### src/rtl/ex_pkg.sv
// ex_pkg: ALU opcodes, multiplier FSM states and default opcode width for the execute stage
// No ports; imported by ex_iter_mul, ex_mem_stage_param and its interface.
package ex_pkg;
  localparam int OP_W_DEF = 4;
  localparam logic [OP_W_DEF-1:0] OP_ADD = 4'd0;
  localparam logic [OP_W_DEF-1:0] OP_SUB = 4'd1;
  localparam logic [OP_W_DEF-1:0] OP_AND = 4'd2;
  localparam logic [OP_W_DEF-1:0] OP_OR  = 4'd3;
  localparam logic [OP_W_DEF-1:0] OP_SLT = 4'd4;
  localparam logic [OP_W_DEF-1:0] OP_XOR = 4'd5;
  localparam logic [OP_W_DEF-1:0] OP_NOR = 4'd6;
  localparam logic [OP_W_DEF-1:0] OP_SLL = 4'd7;
  localparam logic [OP_W_DEF-1:0] OP_MUL = 4'd8;
  typedef enum logic [1:0] {IDLE, RUN, DONE} mul_state_t;
endpackage

### src/rtl/ex_mem_stage_param_if.sv
// ex_mem_stage_param_if: ID/EX, MEM/WB and EX/MEM signal bundle of the execute stage
// master: upstream/downstream side (drives ID/EX, WB, stall/flush; reads EX/MEM, ex_busy)
// slave: the execute stage itself
interface ex_mem_stage_param_if #(
  parameter int DATA_W = 32,
  parameter int REG_AW = 5,
  parameter int OP_W = ex_pkg::OP_W_DEF
);
  logic in_valid, stall_in, flush;
  logic reg_write, alu_src, reg_dst, mem_write, mem_read, mem_to_reg;
  logic [OP_W-1:0] alu_op;
  logic [REG_AW-1:0] rs, rt, rd;
  logic [DATA_W-1:0] data1, data2, sext_imm;
  logic wb_reg_write;
  logic [REG_AW-1:0] wb_rd;
  logic [DATA_W-1:0] wb_data;
  logic ex_busy;
  logic out_valid, out_zero, out_reg_write, out_mem_write, out_mem_read, out_mem_to_reg;
  logic [REG_AW-1:0] out_dst;
  logic [DATA_W-1:0] out_alu, out_store_data;
  modport master (
    output in_valid, stall_in, flush, reg_write, alu_src, reg_dst, mem_write, mem_read,
           mem_to_reg, alu_op, rs, rt, rd, data1, data2, sext_imm, wb_reg_write, wb_rd, wb_data,
    input  ex_busy, out_valid, out_zero, out_reg_write, out_mem_write, out_mem_read,
           out_mem_to_reg, out_dst, out_alu, out_store_data
  );
  modport slave (
    input  in_valid, stall_in, flush, reg_write, alu_src, reg_dst, mem_write, mem_read,
           mem_to_reg, alu_op, rs, rt, rd, data1, data2, sext_imm, wb_reg_write, wb_rd, wb_data,
    output ex_busy, out_valid, out_zero, out_reg_write, out_mem_write, out_mem_read,
           out_mem_to_reg, out_dst, out_alu, out_store_data
  );
endinterface

### src/rtl/ex_iter_mul.sv
// ex_iter_mul: iterative shift-add multiplier, one multiplier bit per cycle, DATA_W cycles
// Ports: clk, rst (async high); start (accept a, b in IDLE); abort (drop to IDLE from RUN/DONE);
// hold (stay in DONE); busy (RUN or DONE); done (DONE); p (low DATA_W bits of a*b, valid in DONE).
module ex_iter_mul
  import ex_pkg::*;
#(
  parameter int DATA_W = 32
) (
  input  logic clk,
  input  logic rst,
  input  logic start,
  input  logic abort,
  input  logic hold,
  input  logic [DATA_W-1:0] a,
  input  logic [DATA_W-1:0] b,
  output logic busy,
  output logic done,
  output logic [DATA_W-1:0] p
);
  localparam int CW = $clog2(DATA_W);
  mul_state_t state, nxt;
  logic [CW-1:0] cnt;
  logic [DATA_W-1:0] mcand, mplier;
  always_ff @(posedge clk or posedge rst)
    if (rst) state <= IDLE;
    else state <= nxt;
  always_comb begin
    nxt = state;
    nxt = state == IDLE ? (start ? RUN : IDLE)
        : abort ? IDLE
        : state == RUN ? (cnt == CW'(DATA_W - 1) ? DONE : RUN)
        : hold ? DONE : IDLE;
  end
  always_ff @(posedge clk or posedge rst)
    if (rst) begin
      cnt <= '0;
      mcand <= '0;
      mplier <= '0;
      p <= '0;
    end else if (state == IDLE && start) begin
      cnt <= '0;
      mcand <= a;
      mplier <= b;
      p <= '0;
    end else if (state == RUN) begin
      cnt <= cnt + 1'b1;
      mcand <= mcand << 1;
      mplier <= mplier >> 1;
      p <= p + (mplier[0] ? mcand : '0);
    end
  assign busy = state != IDLE;
  assign done = state == DONE;
endmodule

### src/rtl/ex_mem_stage_param.sv
// ex_mem_stage_param: execute stage with inline ALU, iterative multiplier and EX/MEM register
// Ports: clk, rst (async, active high); bus (slave modport) carries the ID/EX instruction,
// MEM/WB write-back for forwarding, stall_in/flush, ex_busy and the registered EX/MEM outputs.
// Macro EX_MEM_FORWARD_EN: defined forwards operands EX/MEM then MEM/WB; undefined uses raw data.
module ex_mem_stage_param
  import ex_pkg::*;
#(
  parameter int DATA_W = 32,
  parameter int REG_AW = 5,
  parameter int OP_W = OP_W_DEF
) (
  input logic clk,
  input logic rst,
  ex_mem_stage_param_if.slave bus
);
`ifdef EX_MEM_FORWARD_EN
  localparam bit FWD_EN = 1'b1;
`else
  localparam bit FWD_EN = 1'b0;
`endif
  logic [OP_W-1:0] op;
  logic [DATA_W-1:0] fa, fb, opb, res, prod, m_sd;
  logic [REG_AW-1:0] dst, m_dst;
  logic em_ok, wb_ok, is_mul, mul_start, abort, busy, done;
  logic m_rw, m_mw, m_mr, m_mtr;
  assign op = bus.alu_op;
  // a load in EX/MEM has no data yet, so it is never a forwarding source
  assign em_ok = FWD_EN && bus.out_valid && bus.out_reg_write && !bus.out_mem_read;
  assign wb_ok = FWD_EN && bus.wb_reg_write;
  assign fa = bus.rs == '0 ? bus.data1
            : em_ok && bus.out_dst == bus.rs ? bus.out_alu
            : wb_ok && bus.wb_rd == bus.rs ? bus.wb_data : bus.data1;
  assign fb = bus.rt == '0 ? bus.data2
            : em_ok && bus.out_dst == bus.rt ? bus.out_alu
            : wb_ok && bus.wb_rd == bus.rt ? bus.wb_data : bus.data2;
  assign opb = bus.alu_src ? bus.sext_imm : fb;
  assign dst = bus.reg_dst ? bus.rd : bus.rt;
  always_comb begin
    res = '0;
    case (op)
      OP_ADD: res = fa + opb;
      OP_SUB: res = fa - opb;
      OP_AND: res = fa & opb;
      OP_OR:  res = fa | opb;
      OP_SLT: res = DATA_W'($signed(fa) < $signed(opb));
      OP_XOR: res = fa ^ opb;
      OP_NOR: res = ~(fa | opb);
      OP_SLL: res = fa << opb[4:0];
      default: res = '0;
    endcase
  end
  assign is_mul = bus.in_valid && op == OP_MUL;
  assign mul_start = is_mul && !bus.flush && !busy;
  // a stalled flush is ignored and must be re-asserted
  assign abort = bus.flush && !bus.stall_in;
  assign bus.ex_busy = busy || is_mul;
  ex_iter_mul #(.DATA_W(DATA_W)) u_mul (
    .clk(clk), .rst(rst), .start(mul_start), .abort(abort), .hold(bus.stall_in),
    .a(fa), .b(opb), .busy(busy), .done(done), .p(prod)
  );
  always_ff @(posedge clk)
    if (mul_start) begin
      m_rw <= bus.reg_write;
      m_mw <= bus.mem_write;
      m_mr <= bus.mem_read;
      m_mtr <= bus.mem_to_reg;
      m_dst <= dst;
      m_sd <= fb;
    end
  always_ff @(posedge clk or posedge rst)
    if (rst) begin
      bus.out_valid <= 1'b0;
      bus.out_zero <= 1'b0;
      bus.out_reg_write <= 1'b0;
      bus.out_mem_write <= 1'b0;
      bus.out_mem_read <= 1'b0;
      bus.out_mem_to_reg <= 1'b0;
      bus.out_dst <= '0;
      bus.out_alu <= '0;
      bus.out_store_data <= '0;
    end else if (!bus.stall_in) begin
      if (bus.flush || mul_start || (busy && !done)) begin
        bus.out_valid <= 1'b0;
        bus.out_reg_write <= 1'b0;
        bus.out_mem_write <= 1'b0;
        bus.out_mem_read <= 1'b0;
        bus.out_mem_to_reg <= 1'b0;
      end else if (done) begin
        bus.out_valid <= 1'b1;
        bus.out_zero <= prod == '0;
        bus.out_reg_write <= m_rw;
        bus.out_mem_write <= m_mw;
        bus.out_mem_read <= m_mr;
        bus.out_mem_to_reg <= m_mtr;
        bus.out_dst <= m_dst;
        bus.out_alu <= prod;
        bus.out_store_data <= m_sd;
      end else begin
        bus.out_valid <= bus.in_valid;
        bus.out_zero <= res == '0;
        bus.out_reg_write <= bus.in_valid && bus.reg_write;
        bus.out_mem_write <= bus.in_valid && bus.mem_write;
        bus.out_mem_read <= bus.in_valid && bus.mem_read;
        bus.out_mem_to_reg <= bus.in_valid && bus.mem_to_reg;
        bus.out_dst <= dst;
        bus.out_alu <= res;
        bus.out_store_data <= fb;
      end
    end
endmodule

### src/flat_wrapper.sv
// flat-port wrapper written by rule: the top's interface ports become plain ports
module ex_mem_stage_param_flat import ex_pkg::*;
#(
  parameter int DATA_W = 32,
  parameter int REG_AW = 5,
  parameter int OP_W = OP_W_DEF
)
  (clk, rst, bus_in_valid, bus_stall_in, bus_flush, bus_reg_write, bus_alu_src, bus_reg_dst, bus_mem_write, bus_mem_read, bus_mem_to_reg, bus_alu_op, bus_rs, bus_rt, bus_rd, bus_data1, bus_data2, bus_sext_imm, bus_wb_reg_write, bus_wb_rd, bus_wb_data, bus_ex_busy, bus_out_valid, bus_out_zero, bus_out_reg_write, bus_out_mem_write, bus_out_mem_read, bus_out_mem_to_reg, bus_out_dst, bus_out_alu, bus_out_store_data);
  ex_mem_stage_param_if #(.DATA_W(DATA_W), .REG_AW(REG_AW), .OP_W(OP_W)) bus_i ();
  input logic clk;
  input logic rst;
  input wire logic [$bits(bus_i.in_valid)-1:0] bus_in_valid;
  input wire logic [$bits(bus_i.stall_in)-1:0] bus_stall_in;
  input wire logic [$bits(bus_i.flush)-1:0] bus_flush;
  input wire logic [$bits(bus_i.reg_write)-1:0] bus_reg_write;
  input wire logic [$bits(bus_i.alu_src)-1:0] bus_alu_src;
  input wire logic [$bits(bus_i.reg_dst)-1:0] bus_reg_dst;
  input wire logic [$bits(bus_i.mem_write)-1:0] bus_mem_write;
  input wire logic [$bits(bus_i.mem_read)-1:0] bus_mem_read;
  input wire logic [$bits(bus_i.mem_to_reg)-1:0] bus_mem_to_reg;
  input wire logic [$bits(bus_i.alu_op)-1:0] bus_alu_op;
  input wire logic [$bits(bus_i.rs)-1:0] bus_rs;
  input wire logic [$bits(bus_i.rt)-1:0] bus_rt;
  input wire logic [$bits(bus_i.rd)-1:0] bus_rd;
  input wire logic [$bits(bus_i.data1)-1:0] bus_data1;
  input wire logic [$bits(bus_i.data2)-1:0] bus_data2;
  input wire logic [$bits(bus_i.sext_imm)-1:0] bus_sext_imm;
  input wire logic [$bits(bus_i.wb_reg_write)-1:0] bus_wb_reg_write;
  input wire logic [$bits(bus_i.wb_rd)-1:0] bus_wb_rd;
  input wire logic [$bits(bus_i.wb_data)-1:0] bus_wb_data;
  output wire logic [$bits(bus_i.ex_busy)-1:0] bus_ex_busy;
  output wire logic [$bits(bus_i.out_valid)-1:0] bus_out_valid;
  output wire logic [$bits(bus_i.out_zero)-1:0] bus_out_zero;
  output wire logic [$bits(bus_i.out_reg_write)-1:0] bus_out_reg_write;
  output wire logic [$bits(bus_i.out_mem_write)-1:0] bus_out_mem_write;
  output wire logic [$bits(bus_i.out_mem_read)-1:0] bus_out_mem_read;
  output wire logic [$bits(bus_i.out_mem_to_reg)-1:0] bus_out_mem_to_reg;
  output wire logic [$bits(bus_i.out_dst)-1:0] bus_out_dst;
  output wire logic [$bits(bus_i.out_alu)-1:0] bus_out_alu;
  output wire logic [$bits(bus_i.out_store_data)-1:0] bus_out_store_data;
  assign bus_i.in_valid = bus_in_valid;
  assign bus_i.stall_in = bus_stall_in;
  assign bus_i.flush = bus_flush;
  assign bus_i.reg_write = bus_reg_write;
  assign bus_i.alu_src = bus_alu_src;
  assign bus_i.reg_dst = bus_reg_dst;
  assign bus_i.mem_write = bus_mem_write;
  assign bus_i.mem_read = bus_mem_read;
  assign bus_i.mem_to_reg = bus_mem_to_reg;
  assign bus_i.alu_op = bus_alu_op;
  assign bus_i.rs = bus_rs;
  assign bus_i.rt = bus_rt;
  assign bus_i.rd = bus_rd;
  assign bus_i.data1 = bus_data1;
  assign bus_i.data2 = bus_data2;
  assign bus_i.sext_imm = bus_sext_imm;
  assign bus_i.wb_reg_write = bus_wb_reg_write;
  assign bus_i.wb_rd = bus_wb_rd;
  assign bus_i.wb_data = bus_wb_data;
  assign bus_ex_busy = bus_i.ex_busy;
  assign bus_out_valid = bus_i.out_valid;
  assign bus_out_zero = bus_i.out_zero;
  assign bus_out_reg_write = bus_i.out_reg_write;
  assign bus_out_mem_write = bus_i.out_mem_write;
  assign bus_out_mem_read = bus_i.out_mem_read;
  assign bus_out_mem_to_reg = bus_i.out_mem_to_reg;
  assign bus_out_dst = bus_i.out_dst;
  assign bus_out_alu = bus_i.out_alu;
  assign bus_out_store_data = bus_i.out_store_data;
  ex_mem_stage_param #(.DATA_W(DATA_W), .REG_AW(REG_AW), .OP_W(OP_W)) u_core (.clk(clk), .rst(rst), .bus(bus_i));
endmodule
### config.mk
export PLATFORM = sky130hd
export DESIGN_NAME = ex_mem_stage_param_flat
export DESIGN_NICKNAME = d
export VERILOG_FILES = /design/src/rtl/ex_pkg.sv /design/src/rtl/ex_mem_stage_param_if.sv /design/src/rtl/ex_iter_mul.sv /design/src/rtl/ex_mem_stage_param.sv /design/src/flat_wrapper.sv
export SDC_FILE = /design/constraint.sdc
export NUM_CORES = 1
export LEC_CHECK = 0
export ABC_CLOCK_PERIOD_IN_PS = 5800
export CAP_MARGIN = 0
export CORE_MARGIN = 1
export CORE_UTILIZATION = 45
export DETAILED_ROUTE_END_ITERATION = 16
export PLACE_DENSITY_LB_ADDON = 0.3
export SYNTH_ARGS = -nofsm -noshare
export SYNTH_HDL_FRONTEND = slang
export SYNTH_SLANG_ARGS = --single-unit
### constraint.sdc
create_clock -name clk -period 5.8 [get_ports clk]
set_input_delay 0.87 -clock clk [delete_from_list [all_inputs] [get_ports clk]]
set_output_delay 0.87 -clock clk [all_outputs]
set_load 0.01 [all_outputs]
# Word level (Yosys, flattened, before mapping)
# Index checks and enable logic that the tools add are counted.
dict set report totals {
  reg_bits 219
  latchBits 0
  ramBits 0
  romBits 0
  inputBits 164
  out_inout_bits 76
  wordCells 99
  mem_count 0
}
dict set report op_classes {
  n_addsub 4
  multipliers 0
  div 0
  n_lt_le_gt_ge 1
  eq_ne 11
  shifts 1
  mux 32
  bitwise_logic 6
  reduce_logical 24
}
# operator count
set op_table {}
lappend op_table {{32-bit 2-to-1 mux} 10}
lappend op_table {{32-bit case mux with 8 select lines} 1}
lappend op_table {{32-bit adder} 2}
lappend op_table {{32-bit logical NOT} 2}
lappend op_table {{32-bit bitwise AND} 1}
lappend op_table {{32-bit less-than comparator} 1}
lappend op_table {{32-bit inverter} 1}
lappend op_table {{32-bit OR} 1}
lappend op_table {{32-bit by 5-bit left shift with 32-bit output} 1}
lappend op_table {{32-bit subtractor} 1}
lappend op_table {{32-bit XOR} 1}
lappend op_table {{5-bit 2-to-1 mux} 4}
lappend op_table {{4-bit by 3-bit == test with 1-bit output, second input constant} 4}
lappend op_table {{1-bit 2-to-1 mux} 12}
lappend op_table {{1-bit logical AND} 10}
lappend op_table {{2-bit 2-to-1 mux} 5}
lappend op_table {{4-bit by 2-bit == test with 1-bit output, second input constant} 2}
lappend op_table {{5-bit by 1-bit adder with 5-bit output, second input constant} 1}
lappend op_table {{5-bit == test, second input constant} 1}
lappend op_table {{4-bit by 1-bit == test with 1-bit output, second input constant} 1}
lappend op_table {{4-bit == test, second input constant} 1}
lappend op_table {{1-bit logical NOT} 4}
lappend op_table {{4-bit logical NOT} 1}
lappend op_table {{2-bit nonzero test} 2}
lappend op_table {{6 further kinds} 9}

# Logic depth before layout (Yosys ltp)
# Gate-level depths: netlist of the first run.
dict set report logic_depth {
  ltp_word 8
  mapped_depth 20
  ltp_nobuf 17
}

# By module
# From an unflattened synthesis of the first run, not the netlist that was laid out.
dict set report unflattened {
  hier_cells 2281
  hier_area_um2 19129.6
}
# module instances cells_per_inst area_per_inst_um2
set modules_own_cells {}
lappend modules_own_cells {ex_mem_stage_param 1 1556 12954.9}
lappend modules_own_cells {ex_iter_mul 1 725 6174.7}

# Worst setup path before layout of the first run
# Ideal clock, no wire load.
dict set report synth_timing {
  path_type {input to register}
  from {input bus_alu_src}
  to {register u_core.bus.out_zero}
  setup_time_ps 92
  arrival_ps 5163
  required_ps 5708
  setup_slack_ps 545
  stages 18
  n_path_buf 4
  path_cell_list {buf_6 mux2i_1 buf_1 clkbuf_1 buf_2 ha_1 o21ba_2 or4_1 nand3_1 o21ai_0 a221o_1 a21oi_1 inv_2 or4_1 nor4_1 and4b_1 nand4_1 o31ai_2}
}
dict set report synth_between {
  elab_chain_len 6
  word_cells_on_any_way 12
}
# item line
set synth_rtl {}
lappend synth_rtl {{start, declared} flat_wrapper.sv:16} ;# input wire logic [$bits(bus_i.alu_src)-1:0] bus_alu_src;
lappend synth_rtl {{32-bit 2-to-1 mux *} ex_mem_stage_param.sv:36} ;# assign opb = bus.alu_src ? bus.sext_imm : fb;
lappend synth_rtl {{parallel branches: the longest is 2 deep, another holds 32-bit subtractor} --}
lappend synth_rtl {{32-bit case mux with 8 select lines *} ex_mem_stage_param.sv:40} ;# case (op)
lappend synth_rtl {{32-bit logical NOT *} ex_mem_stage_param.sv:100} ;# bus.out_zero <= res == '0;
lappend synth_rtl {{1-bit 2-to-1 mux *} ex_mem_stage_param.sv:88} ;# end else if (done) begin
lappend synth_rtl {{end signal, assigned} ex_mem_stage_param.sv:73} ;# bus.out_zero <= 1'b0;
lappend synth_rtl {{end signal, assigned} ex_mem_stage_param.sv:90} ;# bus.out_zero <= prod == '0;
lappend synth_rtl {{end signal, assigned} ex_mem_stage_param.sv:100}
lappend synth_rtl {{end, declared} ex_mem_stage_param_if.sv:30} ;# output ex_busy, out_valid, out_zero, out_reg_write, out_mem_write, out_mem_read,
# Mark *: on every way between the ends.
# A chain may end at the register's enable or synchronous reset.

# Worst setup path in the final report of the first run
dict set report layout_timing {
  from {input bus_data2[3]}
  to {register u_core.bus.out_zero}
}
dict set report layout_between {
  elab_chain_len 6
  word_cells_on_any_way 12
}
# item line
set layout_rtl {}
lappend layout_rtl {{start, declared} flat_wrapper.sv:26} ;# input wire logic [$bits(bus_i.data2)-1:0] bus_data2;
lappend layout_rtl {{32-bit 2-to-1 mux *} ex_mem_stage_param.sv:36}
lappend layout_rtl {{parallel branches: the longest is 2 deep, another holds 32-bit subtractor} --}
lappend layout_rtl {{32-bit case mux with 8 select lines *} ex_mem_stage_param.sv:40}
lappend layout_rtl {{32-bit logical NOT *} ex_mem_stage_param.sv:100}
lappend layout_rtl {{1-bit 2-to-1 mux *} ex_mem_stage_param.sv:88}
# Marks and branches as above.

==> qor.yml, run 1 <==
outcome: "finished clean"
path_clk_slew_ps: 60
grt-ovfl-total: 0
critPathSlowestCell: "or4_1"
synth.net_count: 2469
start_util: 0.459
synth-compound-area-share: 0.244
crit_type: "in -> reg"
worstPathRequired_ps: 6280
dp_slack_ps: 300
routedWlPerCell_um: 23.5
fin_ws_ps: 730
nets: 2683
core_um2: 39900
vias: 18115
grt_pass1_vias: 17557
fin_util: 0.561
tightest_slew_ps: 964
leakage_nw: 10.0
antenna_cells: 0
synth_edf_count: 41
critPathMaxFanout: 9
ir_drop_uv: 192
postLayoutCellArea_um2: 22400
area_delta_synth_final_pct: 22.1
root_buffer: "clkbuf_16"
rows: 73
postRouteWirelength_um: 68400
drive_gt1_frac: 0.102
timing.rr.end: "u_core.u_mul.p[30]"
synthMuxAreaShare: 0.102
numCtsBuffers: 25
pwr-share-seq: 0.352
mostFrequentLayoutCell: "nand2_1"
slew-limit-headroom: 0.358
ys_seq_area_frac: 0.310
drv_slew: 0
grt_usage: 0.323
die_x_um: 204
tns_ps: 0
synthAdderAreaFrac: 0.106
postRouteAntennaNets: 0
synth_cells: 2152
fillers: 3627
fin_crit_sh: 0.874
startpoint: "bus_data2[3]"
syn_area_um2: 18300
avgSynthCellArea_um2: 8.52
dp_hpwl_um: 51500
drtIter0Drc: 1852
final_cell_mix: "264 x nand2_1, 195 x clkdlybuf4s50_1, 178 x dfrtp_1"
die-area_um2: 41500
finClkSkew_ps: 13.5
synthXorXnorAreaFrac: 0.0177
cts.repair.resized: 0
ios: 240
postCtsHoldBufs: 0
async_flop_share: 0.813
crit_arrival_ps: 5550
antenna_found_initial: 0
period_minus_slack_ps: 5070
cts_tree: "done"
switching_share: 0.370
internal_power_mw: 4.01
endpoint: "u_core.bus.out_zero"
vias_per_cell: 6.23
ctsHtreeMaxLevel: 1
slowest_delay_ps: 660
rsz0062_at_grt: "false"
cts_max_path_buffers: 3
cp-end-kind: "flop"
cts.sinks: 219
gp_congestion: 1.00
power_frac_clock: 0.272
grt_pass1_wl_um: 104000
rr_startpoint: "u_core.u_mul.mplier[0]"
max-cap-violations: 0
rrSetupSlack_ps: 1740
pwr_density_cell_nw_per_um2: 284
ys_types: 93
grt_max_degree: 92
p_switching_mw: 2.36
crit_chain: "clkdlybuf4s50_1 > mux2i_1 > ha_1 > or4_1 > a21boi_1 > o21ai_1 > nand2_1 > o221a_2 > o221ai_1 > or4_1 > nor4_1 > and4b_1 > nand4_1 > o31ai_2"
critPathLaunchType: "input port"
hold_path.class: "reg -> reg"
synth_flop_cell: "dfrtp_1"
die_h_um: 204
yosysWarningCount: 0
port_buffers: 196
cts_setup_buffers: 0
dr.pass1.iters: 6
timing.final.hold_violations: 0
p_total_mw: 6.37
route.detailed.drc: 0
synth_top_family_by_area: "compound AO/OA/AOI/OAI gates"
combPwrFrac: 0.375
fmax_mhz: 197
place_area_um2: 21500
synthSimpleGateAreaFrac: 0.166
insertion_delay_ps: 570
setup_viol: 0
cpMostUsedCell: "or4_1"
ys_ff_latch: 219
reg2reg_depth: 16
## synth_stat cells, types with 17 or more instances
cell      count  area share
ha_1        150        0.10
mux2i_1     129       0.070
nand2_1     264       0.054
nand2b_1     22      0.0075
inv_1       110       0.023
edfxtp_1     41       0.067
xor2_1       17      0.0081
o21ai_0     175       0.048
a221o_1      35       0.019
a211oi_1     33       0.014
clkbuf_1    109       0.022
mux4_2       19       0.023
a31oi_1      19      0.0065
o211ai_1     29       0.012
nor2_1      163       0.033
a21o_1       31       0.013
xnor2_1      20      0.0096
nand3_1      42       0.011
and2_1       37       0.013
nor4_1       28      0.0096
dfrtp_1     178        0.24
nor3_1       23      0.0063
a22oi_1      51       0.021
a21oi_1     132       0.036
nor2b_1      17      0.0058
## worst min-delay path by stage
stage	from	to	depth (start not counted)	slack, ps
detailed placement	u_core.bus.out_dst[2]	u_core.bus.out_dst[2]	2	470
finish	u_core.bus.out_store_data[18]	u_core.bus.out_store_data[18]	2	480
global placement	u_core.bus.out_store_data[31]	u_core.bus.out_store_data[31]	2	460
floorplan	u_core.u_mul.mcand[10]	u_core.u_mul.mcand[10]	2	460
global route	u_core.bus.out_alu[30]	u_core.bus.out_alu[30]	1	510
CTS	u_core.bus.out_store_data[18]	u_core.bus.out_store_data[18]	2	490
## power groups by stage
| stage | Clock (mW) | Sequential [mW] | Combinational (mW) |
|---|---|---|---|
| 3_5_place_dp | 0 | 2.26 | 2.35 |
| 5_1_grt | 1.82 | 2.29 | 2.61 |
| 2_1_floorplan | 0 | 2.21 | 1.41 |
| 4_1_cts | 1.77 | 2.23 | 2.36 |
| 6_report | 1.73 | 2.24 | 2.39 |
| 3_3_place_gp | 0 | 2.24 | 2.30 |
## metrics by stage
stage          hold slack (ps)  instances
3_3_place_gp               460       2864
6_report                   482       2910
5_1_grt                    511       2910
2_1_floorplan              460       2152
3_5_place_dp               470       2864
4_1_cts                    485       2910
## cell families (layout without fill, tap and decap cells)
group           after synthesis  in the layout
compound gates              670            670
xor+xnor                     37             37
fa+ha+maj                   153            153
buf+inv                     253            486
flops                       219            219
mux                         159            159
simple gates                661            661
## cell type report
type / instances / area (µm²) / share of cell area
Timing Repair Buffer: 325 / 2960 / 0.132
Sequential cell: 219 / 5690 / 0.254
Inverter: 115 / 439 / 0.0196
Tap cell: 525 / 657 / 0.0293
Multi-Input combinational cell: 1680 / 11700 / 0.524
Clock buffer: 32 / 734 / 0.0328
Clock inverter: 14 / 170 / 0.00760
## layer usage
| metal | share of wire | up-vias | wire length, µm | track usage |
|---|---|---|---|---|
| met5 | 0 | - | 0 | 0 |
| met4 | 0.035 | 0 | 2370 | 0.119 |
| met3 | 0.092 | 139 | 6310 | 0.0583 |
| met2 | 0.45 | 897 | 30700 | 0.503 |
| met1 | 0.42 | 8755 | 29000 | 0.446 |
| li1 | - | 8324 | - | - |
## critical path, delay by kind of cell
family | cells | cell delay [ps]
mux | 1 | 520
fa+ha+maj | 1 | 450
compound gates | 5 | 1060
buf+inv | 1 | 480
simple gates | 6 | 2160
Power figures use the tool's default switching activity.
==> run 2, diff against run 1 <==
--- a/config.mk
+++ b/config.mk
@@ -7,7 +7,7 @@
 export LEC_CHECK = 0
 export ABC_CLOCK_PERIOD_IN_PS = 5800
 export CAP_MARGIN = 0
-export CORE_MARGIN = 1
+export CORE_MARGIN = 4
 export CORE_UTILIZATION = 45
 export DETAILED_ROUTE_END_ITERATION = 16
 export PLACE_DENSITY_LB_ADDON = 0.3
==> run 2 against run 1 <==
Effect of this change: largest cell class unchanged; clock-buffer cell count rose by 1; via count shrank 0.33%; critical path type unchanged; sequential power is essentially flat; design area decreased by 0.37%; total power down 1.0%; hold slack got worse by 3.9 ps; die area is 6.0% higher; sequential cell count unchanged; clock power down 2%; routed wire length is 0.86% higher; sequential share of layout area grew 0.094 points.
==> qor.yml, run 2 (synthesized netlist as in run 1, its figures left out) <==
max-cap-violations: 0  # unchanged
crit_type: "in -> reg"  # unchanged
switching_share: 0.373  # was 0.370
die_x_um: 210  # was 204 µm
grt_pass1_wl_um: 105000  # was 104000 µm
fillers: 3650  # was 3627
fin_ws_ps: 696  # was 730 ps
routedWlPerCell_um: 23.8  # was 23.5 µm
dp_slack_ps: 251  # was 300 ps
timing.final.hold_violations: 0  # unchanged
crit_chain: "buf_2 > buf_12 > mux2i_1 > ha_1 > or4_1 > a21boi_1 > o21ai_1 > a211oi_1 > buf_4 > o21ai_0 > o21a_1 > o311ai_1 > a21o_1 > o21ai_1 > buf_4 > a211oi_1 > a21o_1"  # was clkdlybuf4s50_1 > mux2i_1 > ha_1 > or4_1 > a21boi_1 > o21ai_1 > nand2_1 > o221a_2 > o221ai_1 > or4_1 > nor4_1 > and4b_1 > nand4_1 > o31ai_2
die_h_um: 210  # was 204 µm
rsz0062_at_grt: "false"  # unchanged
cts.repair.resized: 0  # unchanged
cts_setup_buffers: 0  # unchanged
combPwrFrac: 0.373  # was 0.375
leakage_nw: 9.98  # was 10.0 nW
antenna_cells: 0  # unchanged
drive_gt1_frac: 0.0983  # was 0.102
pwr-share-seq: 0.359  # was 0.352
vias: 18056  # was 18115
slowest_delay_ps: 640  # was 660 ps
postRouteAntennaNets: 0  # unchanged
grt_pass1_vias: 17207  # was 17557
route.detailed.drc: 0  # unchanged
start_util: 0.458  # was 0.459
cts.sinks: 219  # unchanged
tightest_slew_ps: 967  # was 964 ps
area_delta_synth_final_pct: 21.7  # was 22.1%
slew-limit-headroom: 0.337  # was 0.358
cts_tree: "done"  # unchanged
core_um2: 40000  # was 39900 µm²
grt-ovfl-total: 0  # unchanged
tns_ps: 0  # unchanged
fin_util: 0.557  # was 0.561
insertion_delay_ps: 570  # about the same
grt_max_degree: 97  # was 92
postRouteWirelength_um: 69000  # was 68400 µm
regArea_um2: 5690  # unchanged
cts_max_path_buffers: 3  # unchanged
dr.pass1.iters: 7  # was 6
grt_usage: 0.300  # was 0.323
ctsHtreeMaxLevel: 1  # unchanged
multi_input_area_um2: 11700  # about the same
nets: 2677  # was 2683
worstPathRequired_ps: 6310  # was 6280 ps
fmax_mhz: 196  # was 197 MHz
ir_drop_uv: 195  # was 192 µV
root_buffer: "clkbuf_16"  # unchanged
critPathSlowestCell: "or4_1"  # unchanged
hold_path.class: "reg -> reg"  # unchanged
outcome: "finished clean"  # unchanged
finClkSkew_ps: 17.8  # was 13.5 ps
critPathMaxFanout: 13  # was 9
period_minus_slack_ps: 5100  # was 5070 ps
drv_slew: 0  # unchanged
postCtsHoldBufs: 0  # unchanged
cp-end-kind: "flop"  # unchanged
p_total_mw: 6.30  # was 6.37 mW
die-area_um2: 44000  # was 41500 µm²
setup_viol: 0  # unchanged
p_switching_mw: 2.35  # was 2.36 mW
critPathLaunchType: "input port"  # unchanged
internal_power_mw: 3.95  # was 4.01 mW
final_cell_mix: "264 x nand2_1, 195 x clkdlybuf4s50_1, 178 x dfrtp_1"  # unchanged
drtIter0Drc: 2026  # was 1852
pwr_density_cell_nw_per_um2: 283  # was 284 nW/µm²
power_frac_clock: 0.268  # was 0.272
vias_per_cell: 6.22  # was 6.23
numCtsBuffers: 26  # was 25
rrSetupSlack_ps: 1430  # was 1740 ps
rows: 73  # unchanged
path_clk_slew_ps: 60  # about the same
antenna_found_initial: 1  # was 0
crit_arrival_ps: 5620  # was 5550 ps
ios: 240  # unchanged
dp_hpwl_um: 52000  # was 51500 µm
port_buffers: 196  # unchanged
mostFrequentLayoutCell: "nand2_1"  # unchanged
gp_congestion: 1.03  # was 1.00
fin_crit_sh: 0.880  # was 0.874
## run 2: layout make-up
| class | count | area share |
|---|---|---|
| clock buffers | 33 | 0.0326 |
| clock inverters | 15 | 0.00741 |
| multi-input cells | 1680 | 0.526 |
| inverters | 115 | 0.0197 |
| flip-flops and latches | 219 | 0.255 |
| well taps | 525 | 0.0295 |
| repair buffers | 318 | 0.130 |
## run 2: worst paths after layout
check | from | to | depth (start not counted)
max | bus_alu_src | u_core.bus.out_alu[31] | 17
min | u_core.bus.out_store_data[0] | u_core.bus.out_store_data[0] | 2
max reg2reg | u_core.u_mul.mplier[0] | u_core.u_mul.p[30] | 15
min reg2reg | u_core.bus.out_store_data[0] | u_core.bus.out_store_data[0] | 2
max in group asynchronous | rst | u_core.u_mul.mcand[21] | 3
min in group asynchronous | rst | u_core.bus.out_dst[2] | 2
## run 2: metal layers
layer	GRT usage	part of all wire	up-vias	wire length, µm
met3	0.0447	0.079	134	5450
met1	0.424	0.43	8775	29700
met4	0.0943	0.035	0	2390
met2	0.478	0.46	824	31400
met5	0	0	-	0
li1	-	-	8323	-
## run 2: power by group through the flow
stage	registers, mW	clock network (mW)	logic, mW
floorplan	2.21	0	1.41
global placement	2.26	0	2.27
detailed placement	2.28	0	2.31
CTS	2.26	1.73	2.33
global route	2.31	1.79	2.56
finish	2.26	1.69	2.35
## run 2: per-stage QoR
step | cell area (µm²) | hold slack [ps] | cells
2_1_floorplan | 18300 | 460 | 2152
3_3_place_gp | 21400 | 460 | 2857
3_5_place_dp | 21400 | 467 | 2857
4_1_cts | 22300 | 482 | 2905
5_1_grt | 22300 | 510 | 2905
6_report | 22300 | 478 | 2905
## run 2: worst max-delay path, delay by kind of cell
family / cells / cell delay [ps]
compound gates: 10 / 2290
mux: 1 / 470
simple gates: 1 / 640
buf+inv: 4 / 880
fa+ha+maj: 1 / 430
